===== config.mk =====
export PLATFORM = sky130hd
export DESIGN_NAME = elevator_request_scheduler
export DESIGN_NICKNAME = d
export VERILOG_FILES = /design/src/rtl/elevator_request_scheduler.sv
export SDC_FILE = /design/constraint.sdc
export NUM_CORES = 1
export LEC_CHECK = 0
export CAP_MARGIN = 5
export CORE_UTILIZATION = 38
export CTS_CLUSTER_DIAMETER = 120
export DETAILED_ROUTE_END_ITERATION = 10
export PLACE_DENSITY = 0.7
export SETUP_SLACK_MARGIN = 0.5
export SLEW_MARGIN = 20
export SYNTH_ARGS = -nofsm -noshare
export SYNTH_HDL_FRONTEND = slang
export SYNTH_SLANG_ARGS = --single-unit

===== constraint.sdc =====
create_clock -name clk -period 1.9 [get_ports clk]
set_input_delay 0.285 -clock clk [delete_from_list [all_inputs] [get_ports clk]]
set_output_delay 0.285 -clock clk [all_outputs]
set_load 0.02 [all_outputs]

===== src/rtl/elevator_request_scheduler.sv =====
// Elevator call scheduler: latches floor calls and sweeps up/down, targeting the nearest call ahead.
// Build option: define SCHED_EMERGENCY_CLEAR_EN to drop all pending calls while Emergency is high.
module elevator_request_scheduler #(
  parameter int NUM_FLOORS = 8
) (
  input  logic        clk,
  input  logic        reset,
  input  logic        Emergency,
  input  logic [15:0] call_button,
  input  logic [3:0]  current_floor,
  input  logic        door_status,
  output logic [3:0]  floor_request,
  output logic        req_valid,
  output logic [15:0] pending,
  output logic [1:0]  sched_dir
);

  typedef enum logic [1:0] {
    IDLE = 2'b00,
    UP   = 2'b01,
    DOWN = 2'b10
  } state_t;

  state_t      state_reg, state_next, eval_state;
  logic [15:0] pending_reg, pending_next;
  logic [3:0]  floor_request_reg, floor_request_next;
  logic        req_valid_reg, req_valid_next;
  logic        emergency_d_reg;

  logic [15:0] floor_mask, set_vec, clr_vec, above_vec, below_vec;
  logic [3:0]  cur_eff, lowest_above, highest_below;
  logic        at_floor, any_above, any_below, prefer_down;

  // Out-of-range floor reports are clamped to the top served floor.
  assign cur_eff = ({1'b0, current_floor} >= 5'(NUM_FLOORS)) ? 4'(NUM_FLOORS - 1) : current_floor;

  generate
    for (genvar gi = 0; gi < 16; gi++) begin : g_floor
      assign floor_mask[gi] = (gi < NUM_FLOORS);
      assign set_vec[gi]    = call_button[gi] & floor_mask[gi];
      assign clr_vec[gi]    = door_status && (cur_eff == 4'(gi));
      assign above_vec[gi]  = pending_reg[gi] && (4'(gi) > cur_eff);
      assign below_vec[gi]  = pending_reg[gi] && (4'(gi) < cur_eff);
    end
  endgenerate

  assign at_floor  = pending_reg[cur_eff];
  assign any_above = |above_vec;
  assign any_below = |below_vec;

  always_comb begin
    lowest_above = '0;
    for (int i = 15; i >= 0; i--)
      if (above_vec[i]) lowest_above = 4'(i);
  end

  always_comb begin
    highest_below = '0;
    for (int i = 0; i < 16; i++)
      if (below_vec[i]) highest_below = 4'(i);
  end

  // A served call clears after the set term so that clear wins on a same-cycle press.
  always_comb begin
    pending_next = (pending_reg | set_vec) & ~clr_vec;
    if (Emergency) begin
`ifdef SCHED_EMERGENCY_CLEAR_EN
      pending_next = '0;
`else
      pending_next = pending_reg;
`endif
    end
  end

  // The first cycle after an emergency ends re-evaluates as if idle.
  assign eval_state  = emergency_d_reg ? IDLE : state_reg;
  assign prefer_down = (eval_state == DOWN);

  always_comb begin
    state_next         = state_reg;
    floor_request_next = floor_request_reg;
    req_valid_next     = req_valid_reg;
    if (!Emergency) begin
      if (at_floor) begin
        state_next         = eval_state;
        floor_request_next = cur_eff;
        req_valid_next     = 1'b1;
      end else if (any_below && (prefer_down || !any_above)) begin
        state_next         = DOWN;
        floor_request_next = highest_below;
        req_valid_next     = 1'b1;
      end else if (any_above) begin
        state_next         = UP;
        floor_request_next = lowest_above;
        req_valid_next     = 1'b1;
      end else begin
        state_next         = IDLE;
        floor_request_next = cur_eff;
        req_valid_next     = 1'b0;
      end
    end
  end

  always_ff @(posedge clk or negedge reset) begin
    if (!reset) begin
      state_reg         <= IDLE;
      pending_reg       <= '0;
      floor_request_reg <= '0;
      req_valid_reg     <= 1'b0;
      emergency_d_reg   <= 1'b0;
    end else begin
      state_reg         <= state_next;
      pending_reg       <= pending_next;
      floor_request_reg <= floor_request_next;
      req_valid_reg     <= req_valid_next;
      emergency_d_reg   <= Emergency;
    end
  end

  assign pending       = pending_reg;
  assign floor_request = floor_request_reg;
  assign req_valid     = req_valid_reg;
  assign sched_dir     = state_reg;

endmodule


==> qor.csv, run 1 <==
stage,metric,value,unit
sta,Max Transition Viols Final,0,
cts,Worst-Skew Late Latency,280,ps
setup_path,reg2reg start,pending[5],
place,number of I/O port buffers,38,
power,leakage dissipation,1.07,nW
cts,CTS tree,built,
detailed_routing,DRC errors left,0,
place,Post-DP HPWL,3.45,mm
setup_path,CP max FO,4,
setup_path,flop2flop setup slack,-30,ps
status,failing checks,negative setup slack,
job,max-cap violation count,0,
cts,CTS Sinks,24,
detailed_routing,DR vias/cell,5.55,
detailed_routing,Detailed Route WL,4.69,mm
setup_path,Worst EP arrival,2100,ps
yosys,Synth Cell Area,0.00150,mm^2
yosys,"area leader, netlist",dfrtp_1,
finish,layout net count,273,
yosys,"EDFF count, synth",0,
detailed_routing,WL/cell,15.9,um
floorplanning,Site Rows,22,
status,status,finished with violations,
global_routing,grt ovf,0,
yosys,most frequent cell after synthesis,dfrtp_1,
floorplanning,Starting Density,0.402,
worst_hold_path,Hold WC Path Type,in2async,
yosys,"top cells by area, synth","dfrtp_1 (40%), a21oi_1 (7.7%), nor2_1 (4.5%)",
yosys,commonest cells in the netlist,"dfrtp_1 (24), a21oi_1 (23), nor2_1 (18)",
power,Power Density,649,mW/mm^2
cts,CTS Buf Count,3,
global_routing,Tot GR Track Use,0.249,
cts,htree depth,1,
finish,antenna cell count,0,
sta,Max Clock Skew,4.46,ps
yosys,Synth top area share,0.402,
sta,max frequency,517,MHz
yosys,syn_area_per_cell,8.45,um^2
cts,Max clock buf depth,2,
yosys,cells after synthesis,177,
cts,Clock Tree Root,clkbuf_8,
detailed_routing,DR iter-0 viols,78,
setup_path,critical setup path kind,reg2reg,
finish,Area Overhead vs Synth,54.6,%
global_routing,first-pass GRT wire length,7.92,mm
sta,Rel. slew slack,0.725,
yosys,post-synthesis sequential area ratio,0.402,
sta,crit path time final,1930,ps
setup_path,crit path cell chain,or3b_4 -> a41oi_2 -> and3b_2 -> nor2b_4 -> o21ai_4 -> mux2i_1 -> o21ai_1,
setup_path,CP Capture Type,flip-flop,
setup_path,Crit-path slowest cell,or3b_4,
sta,worst-margin pin slew,409,ps
finish,area of the multi-input gates,887,um^2
sta,"Worst Setup Slack, final",-32.6,ps
sta,final period utilization,1.02,
detailed_routing,DRT antenna net count,0,
detailed_routing,first-pass detailed-route iteration total,4,
cts,"Reg clk slew, reported paths",90,ps
global_routing,initial antenna violation count,0,
setup_path,CP required,2070,ps
sta,unrepaired setup endpoints after global routing,true,
global_routing,vias in the first global route,1627,
setup_path,worst reg2reg path depth,7,
yosys,YS warnings,0,
power,Max rail drop VDD,0.339,mV
place,Final GP Congestion,0.986,
floorplanning,die area,0.00419,mm^2
global_routing,largest net degree at the start of global routing,25,
detailed_routing,vias,1644,
yosys,Seq cells post-synth,24,
finish,number of flip-flops under the largest register name,16,
finish,fraction of layout cells with a size suffix above 1,0.306,
floorplanning,core area,0.00372,mm^2
cts,hold-fix buffers at CTS,0,
sta,hold slack,359,ps
sta,TNS Setup,-40.2,ps
yosys,Synth Flop Type,dfrtp_1,
finish,FF/Latch Area,603,um^2
floorplanning,Ports,47,
setup_path,crit-path max cell delay,390,ps
yosys,Syn Nets,201,
power,total power draw,1.50,mW
setup_path,reg2reg end,floor_request[2],
floorplanning,Die Y-Extent,64.7,um
sta,Final setup viols,2,
finish,filler instances,340,
yosys,count of cell types in the netlist,49,
sta,Hold Fails Final Rpt,0,
setup_path,crit start category,flip-flop,
yosys,asr flop ratio synth,1.00,
floorplanning,Die W,64.7,um
==> area by class of cell <==
cell class,count,area share
Timing Repair Buffer,81,0.292
Clock inverter,1,0.0130
Inverter,4,0.00650
Multi-Input combinational cell,135,0.384
Sequential cell,24,0.261
Tap cell,48,0.0260
Clock buffer,3,0.0179
==> cell families (layout without fill, tap and decap cells) <==
group / after synthesis / after routing / share of synthesized area
buf+inv: 18 / 89 / 0.0469
mux: 4 / 4 / 0.0268
flops: 24 / 24 / 0.402
compound gates: 71 / 71 / 0.304
fa+ha+maj: 1 / 1 / 0.00669
simple gates: 59 / 59 / 0.214
==> routing by layer <==
layer | GRT usage | share of wire | up-vias
met2 | 0.395 | 0.47 | 53
met1 | 0.338 | 0.46 | 785
li1 | - | - | 794
met4 | 0.114 | 0.024 | 0
met5 | 0 | 0 | -
met3 | 0.0282 | 0.042 | 12
==> worst max path at each step <==
stage	end	depth (start not counted)	slack [ps]	startpoint
after global placement	floor_request[2]	9	-680	current_floor[0]
after detailed placement	floor_request[2]	9	-630	current_floor[0]
after floorplan	floor_request[1]	7	-9	pending[5]
after global routing	floor_request[2]	7	-120	pending[5]
after CTS	floor_request[2]	7	-70	pending[5]
final	floor_request[2]	7	-30	pending[5]
==> stage by stage <==
step	area, um^2	setup WS (ps)	instances	util
2_1_floorplan	1510	-9.32	177	-
3_3_place_gp	2210	-676	288	0.595
3_5_place_dp	2210	-634	288	0.595
4_1_cts	2320	-66.1	296	0.624
5_1_grt	2310	-120	296	0.622
6_report	2310	-32.6	296	0.622
==> power by group <==
group          total [mW]  switching (mW)  internal (mW)
clock               0.466           0.184          0.282
combinational       0.459           0.233          0.227
sequential          0.574          0.0295          0.544
total                1.50           0.446           1.05
==> cells in the final DEF (no fill, tap or decap), drive strengths merged, types with 2 or more instances in the layout <==
cell type,instances
clkdlybuf4s50,11
nor2b,7
dlygate4sd2,15
buf,47
dfrtp,24
a21o,2
nand3b,3
o21bai,2
a31oi,5
mux2i,4
nand2,13
o21ai,16
a211oi,2
nor2,19
nor4,2
a21boi,5
nand3,3
a21oi,23
clkbuf,7
or4b,2
inv,4
o22ai,2
a22oi,2
clkdlybuf4s15,4
==> worst max-delay path, delay by kind of cell (launching register included) <==
family,cells,cell delay (ps)
AOI/OAI and AO/OA,3,460
DFF,1,380
muxes,1,210
and+or+nand+nor,3,770
==> what timing repair did <==
action | CTS | global route
buffers inserted | 4 | 0
setup endpoints to repair | 30 | 15
gates resized for setup | 52 | 15
pin swaps | 11 | 6
Note: power is estimated with default switching activity, not from simulation.
==> run 2: changes to the inputs <==
Settings changed: ABC_AREA set to 1, PLACE_DENSITY 0.7 to 0.68.
Clock period 1.9 ns to 2.3 ns, I/O delays scaled along.
==> run 2 against run 1 <==
Against the previous run: critical endpoint is now pending[5]; highest routed layer unchanged; the run now ends clean; critical path depth fell by 6; die area fell by 2.4%; clock power fell by 20%; synthesized cell count rose by 14%; cell area fell by 7.0%; routed wire length fell by 24%; sequential power fell by 16%; sequential share of layout area rose by 1.9 points; power fell by 15%.
==> qor.csv, run 2 <==
stage,metric,value,unit
detailed_routing,vias,1480,
sta,worst-margin pin slew,303,ps
finish,layout net count,284,
yosys,cells after synthesis,201,
sta,Max Transition Viols Final,0,
floorplanning,Die W,64.0,um
setup_path,CP required,1960,ps
yosys,count of cell types in the netlist,34,
job,max-cap violation count,0,
cts,"Reg clk slew, reported paths",90,ps
global_routing,largest net degree at the start of global routing,25,
floorplanning,Starting Density,0.398,
power,Max rail drop VDD,0.373,mV
detailed_routing,first-pass detailed-route iteration total,4,
detailed_routing,WL/cell,11.7,um
detailed_routing,DR vias/cell,4.82,
finish,fraction of layout cells with a size suffix above 1,0.239,
yosys,"EDFF count, synth",0,
cts,CTS tree,built,
setup_path,crit-path max cell delay,640,ps
finish,area of the multi-input gates,746,um^2
finish,filler instances,344,
detailed_routing,DRC errors left,0,
setup_path,crit start category,flip-flop,
cts,Max clock buf depth,2,
place,cell area after placement,0.00205,mm^2
sta,Final setup viols,0,
finish,Area Overhead vs Synth,47.3,%
place,Post-DP HPWL,2.77,mm
sta,crit path time final,1700,ps
finish,Final Non-Filler Cells,307,
setup_path,CP Capture Type,primary output,
cts,Clock Tree Root,clkbuf_8,
finish,Final Cell Area,0.00215,mm^2
cts,htree depth,1,
yosys,Synth Flop Type,dfrtp_1,
sta,"Worst Setup Slack, final",595,ps
finish,"most common cell after layout, fill and taps aside",nand2_1,
yosys,post-synthesis sequential area ratio,0.412,
yosys,YS warnings,0,
cts,hold-fix buffers at CTS,0,
yosys,most frequent cell after synthesis,nand2_1,
finish,number of flip-flops under the largest register name,16,
setup_path,crit path cell chain,clkdlybuf4s50_1,
place,pre-CTS WS,-58.4,ps
setup_path,critical setup path kind,reg2out,
finish,antenna cell count,0,
status,status,finished clean,
setup_path,Worst EP arrival,1360,ps
cts,CTS Buf Count,3,
cts,Worst-Skew Late Latency,270,ps
yosys,commonest cells in the netlist,"nand2_1 (51), inv_1 (26), dfrtp_1 (24)",
sta,Rel. slew slack,0.798,
global_routing,initial antenna violation count,0,
power,leakage dissipation,1.05,nW
yosys,Synth top area share,0.412,
yosys,asr flop ratio synth,1.00,
floorplanning,Ports,47,
floorplanning,Site Rows,22,
power,total power draw,1.27,mW
global_routing,Tot GR Track Use,0.195,
setup_path,CP Buf/Inv Count,1,
sta,final period utilization,0.741,
yosys,syn_area_per_cell,7.26,um^2
global_routing,grt ovf,0,
place,Final GP Congestion,0.819,
detailed_routing,Detailed Route WL,3.58,mm
global_routing,first-pass GRT wire length,6.23,mm
setup_path,CP max FO,5,
finish,"commonest cells after routing, fill and taps aside","nand2_1 (49), clkdlybuf4s50_1 (34), buf_4 (26), inv_1 (25), dfrtp_1 (24)",
yosys,Syn Nets,225,
power,Power Density,593,mW/mm^2
setup_path,Top delay family on crit path,buffers and inverters,
sta,Max Clock Skew,2.52,ps
sta,Hold Fails Final Rpt,0,
sta,unrepaired setup endpoints after global routing,false,
global_routing,vias in the first global route,1433,
worst_hold_path,Hold WC Path Type,in2reg,
detailed_routing,DR iter-0 viols,39,
floorplanning,die area,0.00409,mm^2
floorplanning,Die Y-Extent,64.0,um
cts,CTS Sinks,24,
sta,TNS Setup,0,ps
yosys,"area leader, netlist",dfrtp_1,
detailed_routing,DRT antenna net count,0,
place,number of I/O port buffers,38,
floorplanning,core area,0.00366,mm^2
yosys,Seq cells post-synth,24,
finish,FF/Latch Area,601,um^2
yosys,"top cells by area, synth","dfrtp_1 (41%), nand2_1 (13%), inv_1 (6.7%)",
sta,max frequency,587,MHz
setup_path,Crit-path slowest cell,clkdlybuf4s50_1,
yosys,Synth Cell Area,0.00146,mm^2
place,placed cell count,302,
==> run 2: changes by cell type in the layout (fill, tap and decap cells not counted), moves of 6 or more <==
| cell | before | now |
|---|---|---|
| nor2b_1 | 6 | 0 |
| a21oi_1 | 23 | 17 |
| nand2_2 | 0 | 7 |
| buf_4 | 42 | 26 |
| clkdlybuf4s50_1 | 11 | 34 |
| dlygate4sd2_1 | 15 | 0 |
| nand2_1 | 13 | 49 |
| nand3_1 | 2 | 10 |
| inv_1 | 4 | 25 |
| nor2_1 | 17 | 7 |
==> run 2: cells by family after synthesis <==
logic type	Yosys count	share of synthesized area
and+or+nand+nor	91	0.298
DFF	24	0.412
buffers and inverters	40	0.105
AOI/OAI and AO/OA	46	0.185
==> run 2: final cells by class <==
cell class / instances / area share
Sequential cell: 24 / 0.280
Timing Repair Buffer: 64 / 0.259
Tap cell: 48 / 0.0280
Inverter: 30 / 0.0536
Multi-Input combinational cell: 137 / 0.347
Clock inverter: 1 / 0.0140
Clock buffer: 3 / 0.0192
==> run 2: timing repair <==
| action | CTS | global route |
|---|---|---|
| endpoints found under the setup margin | 7 | 5 |
| setup buffers | 1 | 0 |
| resized for setup | 7 | 19 |
| pin swaps | 2 | 5 |
==> run 2: final timing paths <==
path / start / end / slack [ps] / cells past startpoint
setup / recovery: pending[5] / pending[5] / 600 / 1
hold / removal: current_floor[0] / pending[0] / 380 / 3
setup reg to reg: pending[10] / sched_dir[0] / 720 / 10
hold reg to reg: pending[8] / pending[8] / 410 / 0
max in group asynchronous: reset / floor_request[0] / 1650 / 2
min in group asynchronous: reset / pending[3] / 420 / 2
==> run 2: power breakdown <==
part / internal (mW) / switching, mW / total [mW]
Combinational: 0.196 / 0.226 / 0.421
Clock: 0.233 / 0.140 / 0.373
Sequential: 0.454 / 0.0257 / 0.480
==> run 2: stage by stage <==
step / util / hold slack [ps]
after floorplan: - / 49.4
after global placement: 0.559 / 388
after detailed placement: 0.559 / 391
after CTS: 0.582 / 412
after global routing: 0.587 / 420
final: 0.587 / 384
==> run 2: worst min-delay path: stages <==
cell and delay, ps:
clkbuf_2 120, inv_1 80, a31oi_1 70
==> run 2: metal layers <==
layer	routed length, um	up-vias	global-route usage
met5	0	-	0
met4	63	0	0.0597
met3	147	7	0.0268
met2	1650	37	0.339
met1	1710	671	0.248
li1	-	765	-
==> run 3: changes to the inputs <==
Settings changed: PLACE_DENSITY 0.68 to 0.71.
Clock period 2.3 ns to 1.4 ns, I/O delays scaled along.
==> run 3 against run 2 <==
Against the previous run: the run now ends with negative setup slack left; clock-buffer cell count increased by 1; routed wire length rose by 40%; cell count increased by 17%; clock power up 15%; largest power group is now combinational logic; global-route usage grew 3.9 points; non-clock buffer count increased by 53; critical path type is now reg2reg.
==> qor.csv, run 3 (synthesized netlist as in run 2, its figures left out) <==
stage,metric,value,unit
sta,TNS Setup,-1040,ps
setup_path,crit path cell chain,inv_2 -> nand4_1 -> nor2_4 -> nand3_4 -> o21ai_4 -> nand2_4 -> nand2_4 -> nor2_1 -> o21ai_1 -> o21ai_1,
power,Power Density,778,mW/mm^2
cts,CTS Sinks,24,
sta,worst-margin pin slew,359,ps
detailed_routing,first-pass detailed-route iteration total,4,
finish,"most common cell after layout, fill and taps aside",buf_4,
cts,CTS Buf Count,3,
setup_path,critical setup path kind,reg2reg,
finish,number of flip-flops under the largest register name,16,
setup_path,Worst EP arrival,1830,ps
power,sw frac,0.349,
global_routing,Tot GR Track Use,0.234,
sta,final period utilization,1.20,
place,Post-DP HPWL,3.15,mm
status,failing checks,negative setup slack,
power,Clock power frac,0.196,
detailed_routing,DR vias/cell,5.01,
setup_path,CP required,1540,ps
setup_path,crit-path max cell delay,440,ps
finish,Final Non-Filler Cells,360,
finish,antenna cell count,0,
cts,"Reg clk slew, reported paths",90,ps
floorplanning,Die Y-Extent,64.0,um
floorplanning,core area,0.00366,mm^2
global_routing,largest net degree at the start of global routing,25,
cts,CTS tree,built,
power,Logic pwr share,0.438,
detailed_routing,WL/cell,13.9,um
setup_path,CP max FO,5,
finish,"commonest cells after routing, fill and taps aside","buf_4 (56), buf_6 (47), nand2_1 (43), inv_1 (15), dfrtp_1 (15)",
detailed_routing,Detailed Route WL,5.01,mm
detailed_routing,DRT antenna net count,0,
power,Max rail drop VDD,0.496,mV
sta,crit path time final,1690,ps
cts,Max clock buf depth,2,
place,Final GP Congestion,0.893,
power,Int Power,1.42,mW
finish,filler instances,232,
status,status,finished with violations,
setup_path,Crit-path slowest cell,dfrtp_2,
place,number of I/O port buffers,38,
sta,Max Transition Viols Final,0,
floorplanning,Starting Density,0.398,
sta,Rel. slew slack,0.758,
finish,layout net count,337,
finish,fraction of layout cells with a size suffix above 1,0.574,
detailed_routing,DR iter-0 viols,78,
power,Reg power frac,0.366,
place,placed cell count,333,
sta,Max Clock Skew,7.94,ps
setup_path,CP Capture Type,flip-flop,
power,net switching power,763,uW
floorplanning,Site Rows,22,
finish,Final Cell Area,0.00281,mm^2
cts,Clock Tree Root,clkbuf_8,
sta,max frequency,593,MHz
sta,Final setup viols,7,
global_routing,grt ovf,0,
worst_hold_path,Hold WC Path Type,in2async,
place,pre-CTS WS,-794,ps
sta,unrepaired setup endpoints after global routing,true,
global_routing,initial antenna violation count,0,
place,cell area after placement,0.00232,mm^2
detailed_routing,DRC errors left,0,
cts,Worst-Skew Late Latency,270,ps
finish,Area Overhead vs Synth,92.6,%
finish,"Core Util, Final",0.768,
power,leakage dissipation,1.41,nW
job,max-cap violation count,0,
floorplanning,Die W,64.0,um
cts,htree depth,1,
floorplanning,Ports,47,
setup_path,crit start category,flip-flop,
global_routing,first-pass GRT wire length,7.43,mm
detailed_routing,vias,1805,
sta,"Worst Setup Slack, final",-285,ps
floorplanning,die area,0.00409,mm^2
global_routing,vias in the first global route,1730,
sta,Hold Fails Final Rpt,0,
[run 3: worst max-delay path, delay by kind of cell, from the launching register on]
kind | cells | cell delay [ps]
DFF | 1 | 440
AOI/OAI and AO/OA | 3 | 350
buffers and inverters | 1 | 70
and+or+nand+nor | 6 | 700
[run 3: worst paths after layout]
| check | depth (start not counted) | slack (ps) | from | endpoint |
|---|---|---|---|---|
| max in group asynchronous | 2 | 850 | reset | sched_dir[0] |
| setup / recovery | 10 | -290 | pending[10] | sched_dir[0] |
| hold reg to reg | 0 | 460 | pending[13] | pending[13] |
| min in group clk | 4 | 310 | door_status | pending[4] |
| hold / removal | 2 | 280 | reset | pending[7] |
| setup reg to reg | 10 | -290 | pending[10] | sched_dir[0] |
[run 3: timing repair]
item	CTS	global route
hold buffers	0	0
setup buffers	15	8
resized for setup	198	34
pin swaps	17	16
setup endpoints to repair	38	38
[run 3: power by group through the flow]
stage / Clock, mW / Sequential, mW / Combinational, mW
2_1_floorplan: 0 / 0.864 / 0.316
3_3_place_gp: 0 / 0.801 / 0.735
3_5_place_dp: 0 / 0.802 / 0.747
4_1_cts: 0.431 / 0.798 / 0.854
5_1_grt: 0.463 / 0.808 / 1.03
6_report: 0.429 / 0.800 / 0.958
[run 3: layout make-up]
type,count,area (um^2),area share
timing repair buffer,117,1090,0.387
multi-input combinational,137,885,0.315
sequential,24,612,0.218
inverter,30,120,0.0427
tap,48,60.1,0.0214
clock buffer,4,45.0,0.0160
[run 3: routing by layer]
| layer | vias to the layer above | track usage | share of wire |
|---|---|---|---|
| met1 | 850 | 0.274 | 0.41 |
| met4 | 0 | 0.0682 | 0.029 |
| met3 | 18 | 0.0411 | 0.036 |
| li1 | 874 | - | - |
| met2 | 63 | 0.428 | 0.52 |
| met5 | - | 0 | 0 |
[run 3: stage by stage]
step,total power [mW],hold WS (ps)
floorplan,1.18,-85.6
global placement,1.54,404
detailed placement,1.55,405
CTS,2.08,295
global route,2.30,307
finish,2.19,283
